File: config.mk
export PLATFORM = sky130hd
export DESIGN_NAME = peripheral_arbiter_bb
export DESIGN_NICKNAME = d
export VERILOG_FILES = /design/src/rtl/peripheral_bb_pkg.sv /design/src/rtl/peripheral_arb_rr_bb.sv /design/src/rtl/peripheral_arbiter_bb.sv
export SDC_FILE = /design/constraint.sdc
export NUM_CORES = 1
export LEC_CHECK = 0
export ABC_AREA = 1
export BUFFER_PORTS_ARGS = -buffer_cell sky130_fd_sc_hd__buf_2
export CORE_AREA = 2 2 220 222
export CTS_CLUSTER_SIZE = 16
export DETAILED_ROUTE_END_ITERATION = 8
export DIE_AREA = 0 0 222 224
export GPL_TIMING_DRIVEN = 0
export PLACE_DENSITY = 0.3
export SETUP_SLACK_MARGIN = 0.15
export SYNTH_ARGS = -nofsm -noshare
export SYNTH_HDL_FRONTEND = slang
export SYNTH_SLANG_ARGS = --single-unit
File: constraint.sdc
create_clock -name wb_clk -period 2.05 [get_ports wb_clk]
set_input_delay 0.3075 -clock wb_clk [delete_from_list [all_inputs] [get_ports wb_clk]]
set_output_delay 0.3075 -clock wb_clk [all_outputs]
set_load 0.05 [all_outputs]
File: src/rtl/peripheral_bb_pkg.sv
// Shared definitions for the peripheral Wishbone arbiter slice.
//   CTI_*        : Wishbone B3 cycle type identifiers (passed through, not interpreted)
//   arb_state_t  : arbiter FSM states (ARB_ABORT is only reachable with PERIPHERAL_ARB_TIMEOUT_EN)
package peripheral_bb_pkg;

    localparam logic [2:0] CTI_CLASSIC = 3'b000;
    localparam logic [2:0] CTI_CONST   = 3'b001;
    localparam logic [2:0] CTI_INC     = 3'b010;
    localparam logic [2:0] CTI_EOB     = 3'b111;

    typedef enum logic [1:0] {
        ARB_IDLE  = 2'd0,
        ARB_BUSY  = 2'd1,
        ARB_ABORT = 2'd2
    } arb_state_t;

endpackage

File: src/rtl/peripheral_arb_rr_bb.sv
// Combinational round-robin picker.
//   req : request vector, one bit per master
//   ptr : index of the last winner; scanning starts at ptr+1 and wraps mod NM
//   gnt : one-hot winner, 0 when no request
//   idx : winner index (0 when no request)
module peripheral_arb_rr_bb #(
    parameter int unsigned NM = 4,
    parameter int unsigned IW = $clog2(NM)
) (
    input  logic [NM-1:0] req,
    input  logic [IW-1:0] ptr,
    output logic [NM-1:0] gnt,
    output logic [IW-1:0] idx
);

    logic [IW-1:0] k;
    logic          found;

    // First requester after the pointer wins; the pointer itself is checked last.
    always_comb begin
        gnt   = '0;
        idx   = '0;
        found = 1'b0;
        k     = '0;
        for (int unsigned i = 1; i <= NM; i++) begin
            k = IW'((32'(ptr) + i) % NM);
            if (!found && req[k]) begin
                found  = 1'b1;
                gnt[k] = 1'b1;
                idx    = k;
            end
        end
    end

endmodule

File: src/rtl/peripheral_arbiter_bb.sv
// Round-robin Wishbone B3 arbiter: NM masters share one slave port. The grant is
// held for the whole wb_cyc so classic and CTI/BTE bursts are never split, and
// one bus-idle cycle separates consecutive grants.
// Optional feature macro: PERIPHERAL_ARB_TIMEOUT_EN (stall timeout -> err + ABORT).
// Ports:
//   wb_clk, wb_rst           clock, asynchronous active-high reset
//   wbm_*_i                  packed master requests, master m at [m*W +: W]
//   wbm_dat/ack/err/rty_o    responses, routed only to the granted master
//   wbs_*_o                  slave-side copy of the granted master's signals
//   wbs_dat/ack/err/rty_i    slave responses
//   grant_o                  one-hot current grant, 0 when idle
module peripheral_arbiter_bb
    import peripheral_bb_pkg::*;
#(
    parameter int unsigned DW      = 32,
    parameter int unsigned AW      = 32,
    parameter int unsigned NM      = 4,
    parameter int unsigned TIMEOUT = 255
) (
    input  logic                   wb_clk,
    input  logic                   wb_rst,
    input  logic [NM*AW-1:0]       wbm_adr_i,
    input  logic [NM*DW-1:0]       wbm_dat_i,
    input  logic [NM*(DW/8)-1:0]   wbm_sel_i,
    input  logic [NM-1:0]          wbm_we_i,
    input  logic [NM-1:0]          wbm_cyc_i,
    input  logic [NM-1:0]          wbm_stb_i,
    input  logic [NM*3-1:0]        wbm_cti_i,
    input  logic [NM*2-1:0]        wbm_bte_i,
    output logic [NM*DW-1:0]       wbm_dat_o,
    output logic [NM-1:0]          wbm_ack_o,
    output logic [NM-1:0]          wbm_err_o,
    output logic [NM-1:0]          wbm_rty_o,
    output logic [AW-1:0]          wbs_adr_o,
    output logic [DW-1:0]          wbs_dat_o,
    output logic [DW/8-1:0]        wbs_sel_o,
    output logic                   wbs_we_o,
    output logic                   wbs_cyc_o,
    output logic                   wbs_stb_o,
    output logic [2:0]             wbs_cti_o,
    output logic [1:0]             wbs_bte_o,
    input  logic [DW-1:0]          wbs_dat_i,
    input  logic                   wbs_ack_i,
    input  logic                   wbs_err_i,
    input  logic                   wbs_rty_i,
    output logic [NM-1:0]          grant_o
);

    localparam int unsigned SW = DW / 8;
    localparam int unsigned IW = $clog2(NM);

    if (NM < 2 || NM > 16 || TIMEOUT == 0) begin : g_bad_param
        $error("peripheral_arbiter_bb: NM must be 2..16 and TIMEOUT nonzero");
    end

    arb_state_t    state, state_nxt;
    logic [NM-1:0] grant_nxt, rr_gnt, err_route;
    logic [IW-1:0] ptr, ptr_nxt, rr_idx;
    logic          busy, tmo_err;

`ifdef PERIPHERAL_ARB_TIMEOUT_EN
    localparam int unsigned TW = $clog2(TIMEOUT + 1);
    logic [TW-1:0] cnt, cnt_nxt;
    logic          slv_resp;
    assign slv_resp = wbs_ack_i | wbs_err_i | wbs_rty_i;
`endif

    assign busy = (state == ARB_BUSY);

    peripheral_arb_rr_bb #(.NM(NM), .IW(IW)) u_rr (
        .req (wbm_cyc_i),
        .ptr (ptr),
        .gnt (rr_gnt),
        .idx (rr_idx)
    );

    // State register; reset points at NM-1 so master 0 wins first.
    always_ff @(posedge wb_clk or posedge wb_rst) begin
        if (wb_rst) begin
            state   <= ARB_IDLE;
            grant_o <= '0;
            ptr     <= IW'(NM - 1);
`ifdef PERIPHERAL_ARB_TIMEOUT_EN
            cnt     <= '0;
`endif
        end else begin
            state   <= state_nxt;
            grant_o <= grant_nxt;
            ptr     <= ptr_nxt;
`ifdef PERIPHERAL_ARB_TIMEOUT_EN
            cnt     <= cnt_nxt;
`endif
        end
    end

    // Next-state logic; ptr doubles as the granted index while not idle.
    always_comb begin
        state_nxt = state;
        grant_nxt = grant_o;
        ptr_nxt   = ptr;
        tmo_err   = 1'b0;
`ifdef PERIPHERAL_ARB_TIMEOUT_EN
        cnt_nxt   = cnt;
`endif
        case (state)
            ARB_IDLE: begin
                if (|wbm_cyc_i) begin
                    state_nxt = ARB_BUSY;
                    grant_nxt = rr_gnt;
                    ptr_nxt   = rr_idx;
                end
            end
            ARB_BUSY: begin
                if (!wbm_cyc_i[ptr]) begin
                    state_nxt = ARB_IDLE;
                    grant_nxt = '0;
                end
`ifdef PERIPHERAL_ARB_TIMEOUT_EN
                else if (slv_resp) begin
                    cnt_nxt = '0;
                end else if (wbs_stb_o) begin
                    if (cnt == TW'(TIMEOUT - 1)) begin
                        tmo_err   = 1'b1;
                        state_nxt = ARB_ABORT;
                    end else begin
                        cnt_nxt = cnt + TW'(1);
                    end
                end
`endif
            end
`ifdef PERIPHERAL_ARB_TIMEOUT_EN
            ARB_ABORT: begin
                if (!wbm_cyc_i[ptr]) begin
                    state_nxt = ARB_IDLE;
                    grant_nxt = '0;
                end
            end
`endif
            default: begin
                state_nxt = ARB_IDLE;
                grant_nxt = '0;
            end
        endcase
`ifdef PERIPHERAL_ARB_TIMEOUT_EN
        if (state_nxt != ARB_BUSY) cnt_nxt = '0;
`endif
    end

    // Request mux and response demux; everything is 0 with no grant, and cyc/stb and
    // responses are blocked outside BUSY.
    always_comb begin
        wbs_adr_o = '0;
        wbs_dat_o = '0;
        wbs_sel_o = '0;
        wbs_we_o  = 1'b0;
        wbs_cyc_o = 1'b0;
        wbs_stb_o = 1'b0;
        wbs_cti_o = '0;
        wbs_bte_o = '0;
        wbm_dat_o = '0;
        wbm_ack_o = '0;
        err_route = '0;
        wbm_rty_o = '0;
        for (int unsigned m = 0; m < NM; m++) begin
            if (grant_o[m]) begin
                wbs_adr_o = wbm_adr_i[m*AW +: AW];
                wbs_dat_o = wbm_dat_i[m*DW +: DW];
                wbs_sel_o = wbm_sel_i[m*SW +: SW];
                wbs_we_o  = wbm_we_i[m];
                wbs_cyc_o = wbm_cyc_i[m] & busy;
                wbs_stb_o = wbm_stb_i[m] & wbm_cyc_i[m] & busy;
                wbs_cti_o = wbm_cti_i[m*3 +: 3];
                wbs_bte_o = wbm_bte_i[m*2 +: 2];
                if (busy) begin
                    wbm_dat_o[m*DW +: DW] = wbs_dat_i;
                    wbm_ack_o[m]          = wbs_ack_i;
                    err_route[m]          = wbs_err_i;
                    wbm_rty_o[m]          = wbs_rty_i;
                end
            end
        end
    end

    // Timeout error is injected toward the granted master alongside slave errors.
    assign wbm_err_o = err_route | (tmo_err ? grant_o : '0);

endmodule

==> results of run 1 <==
timing repair:
action	in CTS	in global routing
pin swaps	18	72
setup endpoints to repair	222	203
buffers inserted	6	20
gates resized for setup	408	497
hold buffers	0	0
cloned	1	17
layer usage:
metal  part of all wire  track usage  vias to the layer above
li1                   -            -                     3838
met1               0.40        0.158                     3677
met2               0.53        0.256                      349
met3              0.056       0.0218                       18
met4              0.013       0.0172                        0
met5                  0            0                        -
cells in the mapped netlist, types with 2 or more instances:
library cell  instances
a21boi_0              5
a21oi_1              82
buf_2                10
buf_4                 7
clkbuf_1             44
dfrtp_1               5
dfstp_2               2
ha_1                  8
inv_1                47
inv_2                 2
nand2_1             253
nand2_2               9
nand2_4               2
nand3_1              22
nand3_2               2
nor2_1              143
nor2_2                2
nor3_1                2
o21ai_0             130
o21ai_1              24
flip-flops by register name (all words and copies together) (netlist names):
signal   flops
ptr          2
grant_o      4
state        1
kinds of logic (layout without fill, tap and decap cells):
family                   count (synthesis)  in the layout  synth area share
adder cells (fa/ha/maj)                  8              8            0.0268
AND/OR/NAND/NOR                        438            441             0.473
flip-flops                               7              7            0.0475
AO/OA/AOI/OAI                          242            242             0.328
buffers and inverters                  112            716             0.125
other                                    0              3                 0
worst max path at each step:
stage                      startpoint       endpoint  slack [ns]  cells after the start
3_3_place_gp   grant_o[3]$_DFFE_PP0P_   wbs_bte_o[1]       -0.91                      5
5_1_grt        grant_o[1]$_DFFE_PP0P_  wbs_dat_o[21]       -0.23                     10
3_5_place_dp   grant_o[3]$_DFFE_PP0P_   wbs_bte_o[1]       -0.95                      5
2_1_floorplan  grant_o[1]$_DFFE_PP0P_      wbs_cyc_o        0.02                      7
6_report       grant_o[1]$_DFFE_PP0P_  wbs_dat_o[21]       -0.16                     10
4_1_cts        grant_o[1]$_DFFE_PP0P_   wbs_bte_o[0]       -0.16                      8
power by group through the flow:
stage / registers [mW] / logic, mW / clock network [mW]
floorplan: 0.350 / 9.10 / 0
global placement: 0.331 / 12.3 / 0
detailed placement: 0.332 / 12.2 / 0
CTS: 0.307 / 14.5 / 0.337
global route: 0.305 / 17.9 / 0.347
finish: 0.297 / 17.0 / 0.331
area by class of cell:
type,count,area share
diodes,3,0.000610
plain buffers,62,0.0635
clock buffers,4,0.00640
inverters,49,0.0156
multi-input cells,691,0.472
flip-flops and latches,7,0.0150
well taps,615,0.0625
repair buffers,601,0.364
worst max-delay path, stage by stage (launching register included):
cell,delay [ns]
dfrtp_2,0.41
buf_8,0.13
nor2_4,0.15
buf_12,0.14
clkbuf_16,0.16
clkbuf_16,0.14
nand2_1,0.04
nand2_1,0.06
o21ai_1,0.08
o21ai_2,0.16
buf_6,0.18
layout by cell type (no fill, tap or decap), drive strengths merged:
| master | count |
|---|---|
| nor2 | 148 |
| nand3 | 25 |
| a21oi | 82 |
| inv | 48 |
| dfstp | 2 |
| clkbuf | 76 |
| o21ai | 154 |
| diode | 3 |
| nor3 | 2 |
| clkinvlp | 1 |
| buf | 591 |
| dfrtp | 5 |
| ha | 8 |
| o21bai | 1 |
| nand2 | 266 |
| a21boi | 5 |
==> summary.md, run 1 <==
* setup repair after global routing missed its margin: yes
* Area contributors post-synth: nand2_1, o21ai_0, nor2_1
* sum of routed wire length over all layers: 38.0 mm
* largest net degree at the start of global routing: 11
* sum of internal, switching and leakage power: 17.7 mW
* slew of the pin with the lowest slew margin: 0.715 ns
* switching share of power: 0.614
* non-filler cells, final: 2032
* post-CTS clock slew at the launch and capture registers of the worst setup and hold paths: 0.04 ns
* Post-Syn Nets: 1156
* run status: finished, violations left
* per-instance average area after synthesis: 4.63 um^2
* total overflow reported by the global router: 0
* initial antenna violation count: 2
* wire length per cell after detailed routing: 18.7 um
* sequential share of power: 0.017
* number of warning messages in the yosys log: 0
* via count of the first global-routing pass: 7994
* DIE WIDTH: 222 um
* Final setup viols: 67
* maximum buffer depth of the clock tree: 2
* Critical Path AT: 1.90 ns
* sequential standard cell area: 185 um^2
* end of the worst register-to-register path: ptr[0]$_DFFE_PP1P_
* Yosys cell types: 26
* launching element type of the critical path: register
* ANT nets after route: 0
* count of buffers from port buffering: 560
* ratio of final minimum period to clock period: 1.08
* effective utilization at floorplan: 0.0789
* number of buffers inserted during clock tree synthesis: 3
* leakage power total: 5.81 nW
* total vias in the final route: 7882
* Num Clock Sinks: 7
* Async S/R FF share, synth: 1.00
* post-place setup slack: -0.951 ns
* depth of the worst register-to-register path: 11
* fraction of layout instances using a drive strength above 1: 0.782
* most area-hungry cell type in the Yosys netlist: nand2_1
* footprint of the multi-input gates: 5820 um^2
* cell area after technology mapping: 3740 um^2
* Placed Instances: 1982
* total routing resource utilization after global routing: 0.133
* number of failing hold endpoints at the final stage: 0
* final instance area: 12300 um^2
* violated checks: negative setup slack
* Max-slew headroom: 0.523
* Fin Setup TNS: -5.36 ns
* required time at the endpoint of the critical path: 1.74 ns
* worst-skew pair later-pin latency: 0.23 ns
* crit end category: primary output
* share of total power in combinational logic: 0.964
* post-synth top area share: 0.254
* Worst VDD drop: 0.497 mV
* count of standard-cell rows: 80
* crit path kind: reg -> out
* area growth from synthesis to layout: 229%
* TritonCTS clock tree: built
* height of the chip: 224 um
* cell-internal power: 6.82 mW
* fin. max-slew vios: 0
* final worst setup slack: -0.158 ns
* Final Util: 0.260
* initial drt markers: 209
* max-cap violations: 0
* placed cell areas: 8740 um^2
* total DRC errors in the routed layout: 0
* worst hold slack across all endpoints: 0.00210 ns
* clock period minus worst slack: 2.21 ns
* final weighted congestion of routability-driven global placement: 0.819
* register bit count reported by yosys: 7
* highest fanout seen on the critical path: 5
* ratio of total power to cell area: 1430 nW/um^2
* net count of the finished layout: 1764
* number of cells produced by synthesis: 807
* Clock Skews: 0.00284 ns
* count of flip-flops with a built-in enable after synthesis: 0
* sequential area share after synthesis: 0.0475
* count of H-tree levels built during CTS: 1
* number of iterations in the first detailed-routing pass: 4
* Top Ports: 561
* wire length of the first global-routing pass: 50.8 mm
* Fmax achieved: 0.453 GHz
* vias per std cell: 3.88
* Filler Cells Inserted: 5312
* estimated wirelength of the detail-placed design: 29.5 mm
* floorplan die area: 49700 um^2
* launching point of the worst reg2reg path: ptr[1]$_DFFE_PP1P_
* Tightest Hold Check Type: in -> async
* net switching component of the power: 10.8 mW
* worst setup slack for register-to-register paths: 0.18 ns
* top_reg_cell synth: dfrtp_1
* Clk network pwr share: 0.019
* Core Area: 47300 um^2
* clk root buf: clkbuf_16
Power figures use the tool's default switching activity.
==> run 2, diff against run 1 <==
--- a/config.mk
+++ b/config.mk
@@ -7,12 +7,14 @@
 export LEC_CHECK = 0
 export ABC_AREA = 1
 export BUFFER_PORTS_ARGS = -buffer_cell sky130_fd_sc_hd__buf_2
-export CORE_AREA = 2 2 220 222
+export CELL_PAD_IN_SITES_DETAIL_PLACEMENT = 1
+export CELL_PAD_IN_SITES_GLOBAL_PLACEMENT = 1
+export CORE_AREA = 2 2 215 217
 export CTS_CLUSTER_SIZE = 16
 export DETAILED_ROUTE_END_ITERATION = 8
-export DIE_AREA = 0 0 222 224
+export DIE_AREA = 0 0 217 219
 export GPL_TIMING_DRIVEN = 0
-export PLACE_DENSITY = 0.3
+export PLACE_DENSITY = 0.49
 export SETUP_SLACK_MARGIN = 0.15
 export SYNTH_ARGS = -nofsm -noshare
 export SYNTH_HDL_FRONTEND = slang
==> summary.md, run 2 (synthesized netlist as in run 1, its figures left out) <==
* footprint of the multi-input gates: 5530 um^2
* total overflow reported by the global router: 0
* final worst setup slack: -0.145 ns
* depth of the worst register-to-register path: 10
* sum of internal, switching and leakage power: 18.0 mW
* clock period minus worst slack: 2.20 ns
* most common cell after layout, fill and taps aside: buf_2
* estimated wirelength of the detail-placed design: 32.2 mm
* vias per std cell: 3.97
* final instance area: 12100 um^2
* ANT nets after route: 0
* Core Area: 45100 um^2
* wire length per cell after detailed routing: 20.5 um
* Placed Instances: 1967
* Final Util: 0.269
* Num Clock Sinks: 7
* crit end category: primary output
* violated checks: negative setup slack
* worst setup slack for register-to-register paths: 0.05 ns
* registers with the most flip-flops: grant_o x4, ptr x2, state x1
* total buffers and inverters traversed by the critical path: 5
* sequential standard cell area: 185 um^2
* Fin Setup TNS: -6.03 ns
* total DRC errors in the routed layout: 0
* run status: finished, violations left
* worst-skew pair later-pin latency: 0.23 ns
* register with the most flip-flops: grant_o
* count of H-tree levels built during CTS: 1
* max-cap violations: 0
* Worst VDD drop: 0.528 mV
* end of the worst register-to-register path: grant_o[3]$_DFFE_PP0P_
* final weighted congestion of routability-driven global placement: 0.905
* worst stage delay on the critical path: 0.42 ns
* highest-count cells in the layout ignoring fill and taps: buf_2, nand2_1, buf_6
* Largest register FFs: 4
* via count of the first global-routing pass: 8426
* fin. max-slew vios: 0
* TritonCTS clock tree: built
* number of hold-repair buffers added at the cts stage: 0
* cell with the largest stage delay on the worst path: dfrtp_2
* Top Ports: 561
* post-place setup slack: -0.715 ns
* largest net degree at the start of global routing: 11
* placed cell areas: 8720 um^2
* total vias in the final route: 8029
* total routing resource utilization after global routing: 0.154
* DIE WIDTH: 217 um
* post-CTS clock slew at the launch and capture registers of the worst setup and hold paths: 0.04 ns
* number of buffers inserted during clock tree synthesis: 3
* count of standard-cell rows: 78
* wire length of the first global-routing pass: 55.1 mm
* crit path kind: reg -> out
* fraction of layout instances using a drive strength above 1: 0.757
* cell family contributing the most delay on the critical path: buffers and inverters
* Clock Skews: 0.000757 ns
* maximum buffer depth of the clock tree: 2
* Final setup viols: 72
* launching element type of the critical path: register
* most frequent CP cell: buf_12
* required time at the endpoint of the critical path: 1.74 ns
* crit path from: grant_o[1]$_DFFE_PP0P_
* cells along the critical path: buf_12 > nor2_4 > buf_6 > buf_12 > buf_12 > nand2_1 > nand2_1 > o21ai_2 > o21ai_4 > buf_8
* Filler Cells Inserted: 5536
* slew of the pin with the lowest slew margin: 0.650 ns
* non-filler cells, final: 2024
* clk root buf: clkbuf_16
* effective utilization at floorplan: 0.0829
* area growth from synthesis to layout: 225%
* sum of routed wire length over all layers: 41.5 mm
* floorplan die area: 47500 um^2
* Critical Path AT: 1.89 ns
* initial antenna violation count: 8
* Max-slew headroom: 0.566
* ratio of final minimum period to clock period: 1.07
* height of the chip: 219 um
* leakage power total: 5.76 nW
* number of iterations in the first detailed-routing pass: 4
* net count of the finished layout: 1771
* ratio of total power to cell area: 1480 nW/um^2
* count of buffers from port buffering: 560
* Fmax achieved: 0.455 GHz
* initial drt markers: 209
* Tightest Hold Check Type: in -> async
* launching point of the worst reg2reg path: ptr[1]$_DFFE_PP1P_
* worst hold slack across all endpoints: 0.0214 ns
* number of failing hold endpoints at the final stage: 0
* setup repair after global routing missed its margin: yes
* highest fanout seen on the critical path: 10
[run 2: how the worst max path moves through the flow]
| stage | to | slack, ns | depth (start not counted) |
|---|---|---|---|
| CTS | wbs_adr_o[26] | -0.16 | 10 |
| floorplan | wbs_cyc_o | 0.02 | 7 |
| global route | wbs_adr_o[26] | -0.22 | 10 |
| detailed placement | wbm_dat_o[120] | -0.71 | 5 |
| finish | wbs_adr_o[29] | -0.15 | 10 |
| global placement | wbm_dat_o[120] | -0.79 | 5 |
[run 2: cell type report]
type                    count  area share
diodes                      3    0.000619
multi-input cells         691       0.456
well taps                 600      0.0619
flip-flops and latches      7      0.0153
plain buffers              63      0.0626
clock buffers               4     0.00650
inverters                  49      0.0157
repair buffers            607       0.382
[run 2: metal layers]
layer | routed length (um) | vias to the layer above | track usage
li1 | - | 3861 | -
met4 | 1080 | 8 | 0.0301
met3 | 2560 | 44 | 0.0331
met1 | 15600 | 3789 | 0.170
met5 | 57 | - | 0
met2 | 22200 | 327 | 0.299
[run 2: repair_timing]
item                       CTS  global route
gates resized for setup    494           423
setup endpoints to repair  222           203
cloned                       7             7
buffers inserted            10            26
pin swaps                   24            52
[run 2: power breakdown]
part | internal [mW] | total (mW) | switching (mW)
Combinational | 6.46 | 17.4 | 10.9
Clock | 0.259 | 0.334 | 0.0746
Sequential | 0.218 | 0.303 | 0.0849
Total | 6.93 | 18.0 | 11.1
==> run 3, diff against run 2 <==
--- a/config.mk
+++ b/config.mk
@@ -14,7 +14,7 @@
 export DETAILED_ROUTE_END_ITERATION = 8
 export DIE_AREA = 0 0 217 219
 export GPL_TIMING_DRIVEN = 0
-export PLACE_DENSITY = 0.49
+export PLACE_DENSITY_LB_ADDON = 0.1
 export SETUP_SLACK_MARGIN = 0.15
 export SYNTH_ARGS = -nofsm -noshare
 export SYNTH_HDL_FRONTEND = slang
==> summary.md, run 3 (synthesized netlist as in run 1, its figures left out) <==
* height of the chip: 219 um
* number of buffers inserted during clock tree synthesis: 3
* total routing resource utilization after global routing: 0.156
* Largest register FFs: 4
* registers with the most flip-flops: grant_o x4, ptr x2, state x1
* fraction of layout instances using a drive strength above 1: 0.709
* via count of the first global-routing pass: 8546
* total buffers and inverters traversed by the critical path: 4
* highest fanout seen on the critical path: 10
* final instance area: 11500 um^2
* floorplan die area: 47500 um^2
* share of total power in combinational logic: 0.962
* fin. max-slew vios: 0
* clock period minus worst slack: 2.10 ns
* footprint of the multi-input gates: 5170 um^2
* DIE WIDTH: 217 um
* Filler Cells Inserted: 5508
* Critical Path AT: 1.79 ns
* area growth from synthesis to layout: 209%
* maximum buffer depth of the clock tree: 2
* Top Ports: 561
* cell family contributing the most delay on the critical path: buffers and inverters
* Num Clock Sinks: 7
* total overflow reported by the global router: 0
* Core Area: 45100 um^2
* crit path kind: reg -> out
* initial drt markers: 208
* Fmax achieved: 0.477 GHz
* run status: finished, violations left
* switching share of power: 0.617
* total vias in the final route: 7862
* wire length of the first global-routing pass: 56.4 mm
* cells along the critical path: buf_8 > nor2_4 > buf_12 > buf_12 > nand2_1 > nand2_1 > o21ai_2 > o21ai_4 > buf_6
* non-filler cells, final: 2018
* violated checks: negative setup slack
* worst hold slack across all endpoints: 0.0140 ns
* slew of the pin with the lowest slew margin: 0.657 ns
* count of standard-cell rows: 78
* Placed Instances: 1967
* highest-count cells in the layout ignoring fill and taps: buf_2, nand2_1, nor2_4
* final weighted congestion of routability-driven global placement: 0.837
* crit end category: primary output
* wire length per cell after detailed routing: 19.8 um
* cell-internal power: 6.42 mW
* cell with the largest stage delay on the worst path: dfrtp_2
* worst-skew pair later-pin latency: 0.23 ns
* effective utilization at floorplan: 0.0829
* leakage power total: 5.46 nW
* ratio of total power to cell area: 1450 nW/um^2
* number of iterations in the first detailed-routing pass: 4
* register with the most flip-flops: grant_o
* Worst VDD drop: 0.656 mV
* number of failing hold endpoints at the final stage: 0
* post-place setup slack: -0.859 ns
* Clk network pwr share: 0.020
* Final setup viols: 35
* net count of the finished layout: 1764
* post-CTS clock slew at the launch and capture registers of the worst setup and hold paths: 0.04 ns
* clk root buf: clkbuf_16
* ANT nets after route: 0
* count of buffers from port buffering: 560
* number of hold-repair buffers added at the cts stage: 0
* TritonCTS clock tree: built
* largest net degree at the start of global routing: 11
* required time at the endpoint of the critical path: 1.74 ns
* net switching component of the power: 10.3 mW
* setup repair after global routing missed its margin: yes
* most common cell after layout, fill and taps aside: buf_2
* vias per std cell: 3.90
* placed cell areas: 8720 um^2
* worst stage delay on the critical path: 0.40 ns
* Clock Skews: 0.000397 ns
* sum of routed wire length over all layers: 39.9 mm
* sequential standard cell area: 185 um^2
* initial antenna violation count: 7
* ratio of final minimum period to clock period: 1.02
* count of H-tree levels built during CTS: 1
* estimated wirelength of the detail-placed design: 32.8 mm
* Tightest Hold Check Type: in -> async
* total DRC errors in the routed layout: 0
* sequential share of power: 0.018
* final worst setup slack: -0.0476 ns
* launching element type of the critical path: register
* max-cap violations: 0
* Max-slew headroom: 0.562
==> run 3: cell count changes in the layout (fill, tap and decap cells not counted), sizes merged <==
cell and change:
clkbuf +6, buf -12, inv -1, clkinvlp +1, diode +1, nand2 -1
==> run 3: worst paths after layout <==
path,from,to,slack [ns],cells past startpoint
hold reg to reg,ptr[0]$_DFFE_PP1P_,ptr[0]$_DFFE_PP1P_,0.61,2
hold / removal,wb_rst,grant_o[3]$_DFFE_PP0P_,0.01,2
setup reg to reg,grant_o[0]$_DFFE_PP0P_,grant_o[0]$_DFFE_PP0P_,0.14,14
min in group wb_clk,ptr[0]$_DFFE_PP1P_,ptr[0]$_DFFE_PP1P_,0.61,2
setup / recovery,grant_o[1]$_DFFE_PP0P_,wbs_adr_o[3],-0.05,9
max in group asynchronous,wb_rst,ptr[1]$_DFFE_PP1P_,1.76,2
==> run 3: power groups by stage <==
| stage | logic, mW | clock network (mW) | registers [mW] |
|---|---|---|---|
| 2_1_floorplan | 9.10 | 0 | 0.350 |
| 3_3_place_gp | 12.2 | 0 | 0.333 |
| 3_5_place_dp | 12.2 | 0 | 0.331 |
| 4_1_cts | 15.5 | 0.337 | 0.294 |
| 5_1_grt | 17.1 | 0.351 | 0.309 |
| 6_report | 16.1 | 0.333 | 0.299 |
==> run 3: cell type report <==
cell class              instances  area share
diodes                          4    0.000868
plain buffers                  63      0.0652
clock buffers                   4     0.00684
inverters                      49      0.0170
multi-input cells             690       0.449
flip-flops and latches          7      0.0161
well taps                     600      0.0651
repair buffers                601       0.380
==> run 3: through the flow <==
step                      power, mW  setup TNS (ns)   util
after floorplan                9.45               0      -
after global placement         12.6          -79.27  0.193
after detailed placement       12.6          -79.14  0.193
after CTS                      16.2           -2.48  0.241
after global routing           17.8           -7.34  0.256
final                          16.7          -0.621  0.256
==> run 3: metal layers <==
metal,track usage,vias to the layer above,wire length [um]
met5,0,-,38
met4,0.0139,6,321
met1,0.175,3661,15100
li1,-,3836,-
met2,0.305,337,21600
met3,0.0377,22,2920
==> run 3: repair_timing <==
item | in CTS | in global routing
setup endpoints to repair | 220 | 188
gates resized for setup | 568 | 141
gates cloned | 4 | 7
setup buffers | 25 | 7
pin swaps | 13 | 18
hold endpoints to repair | 0 | 0
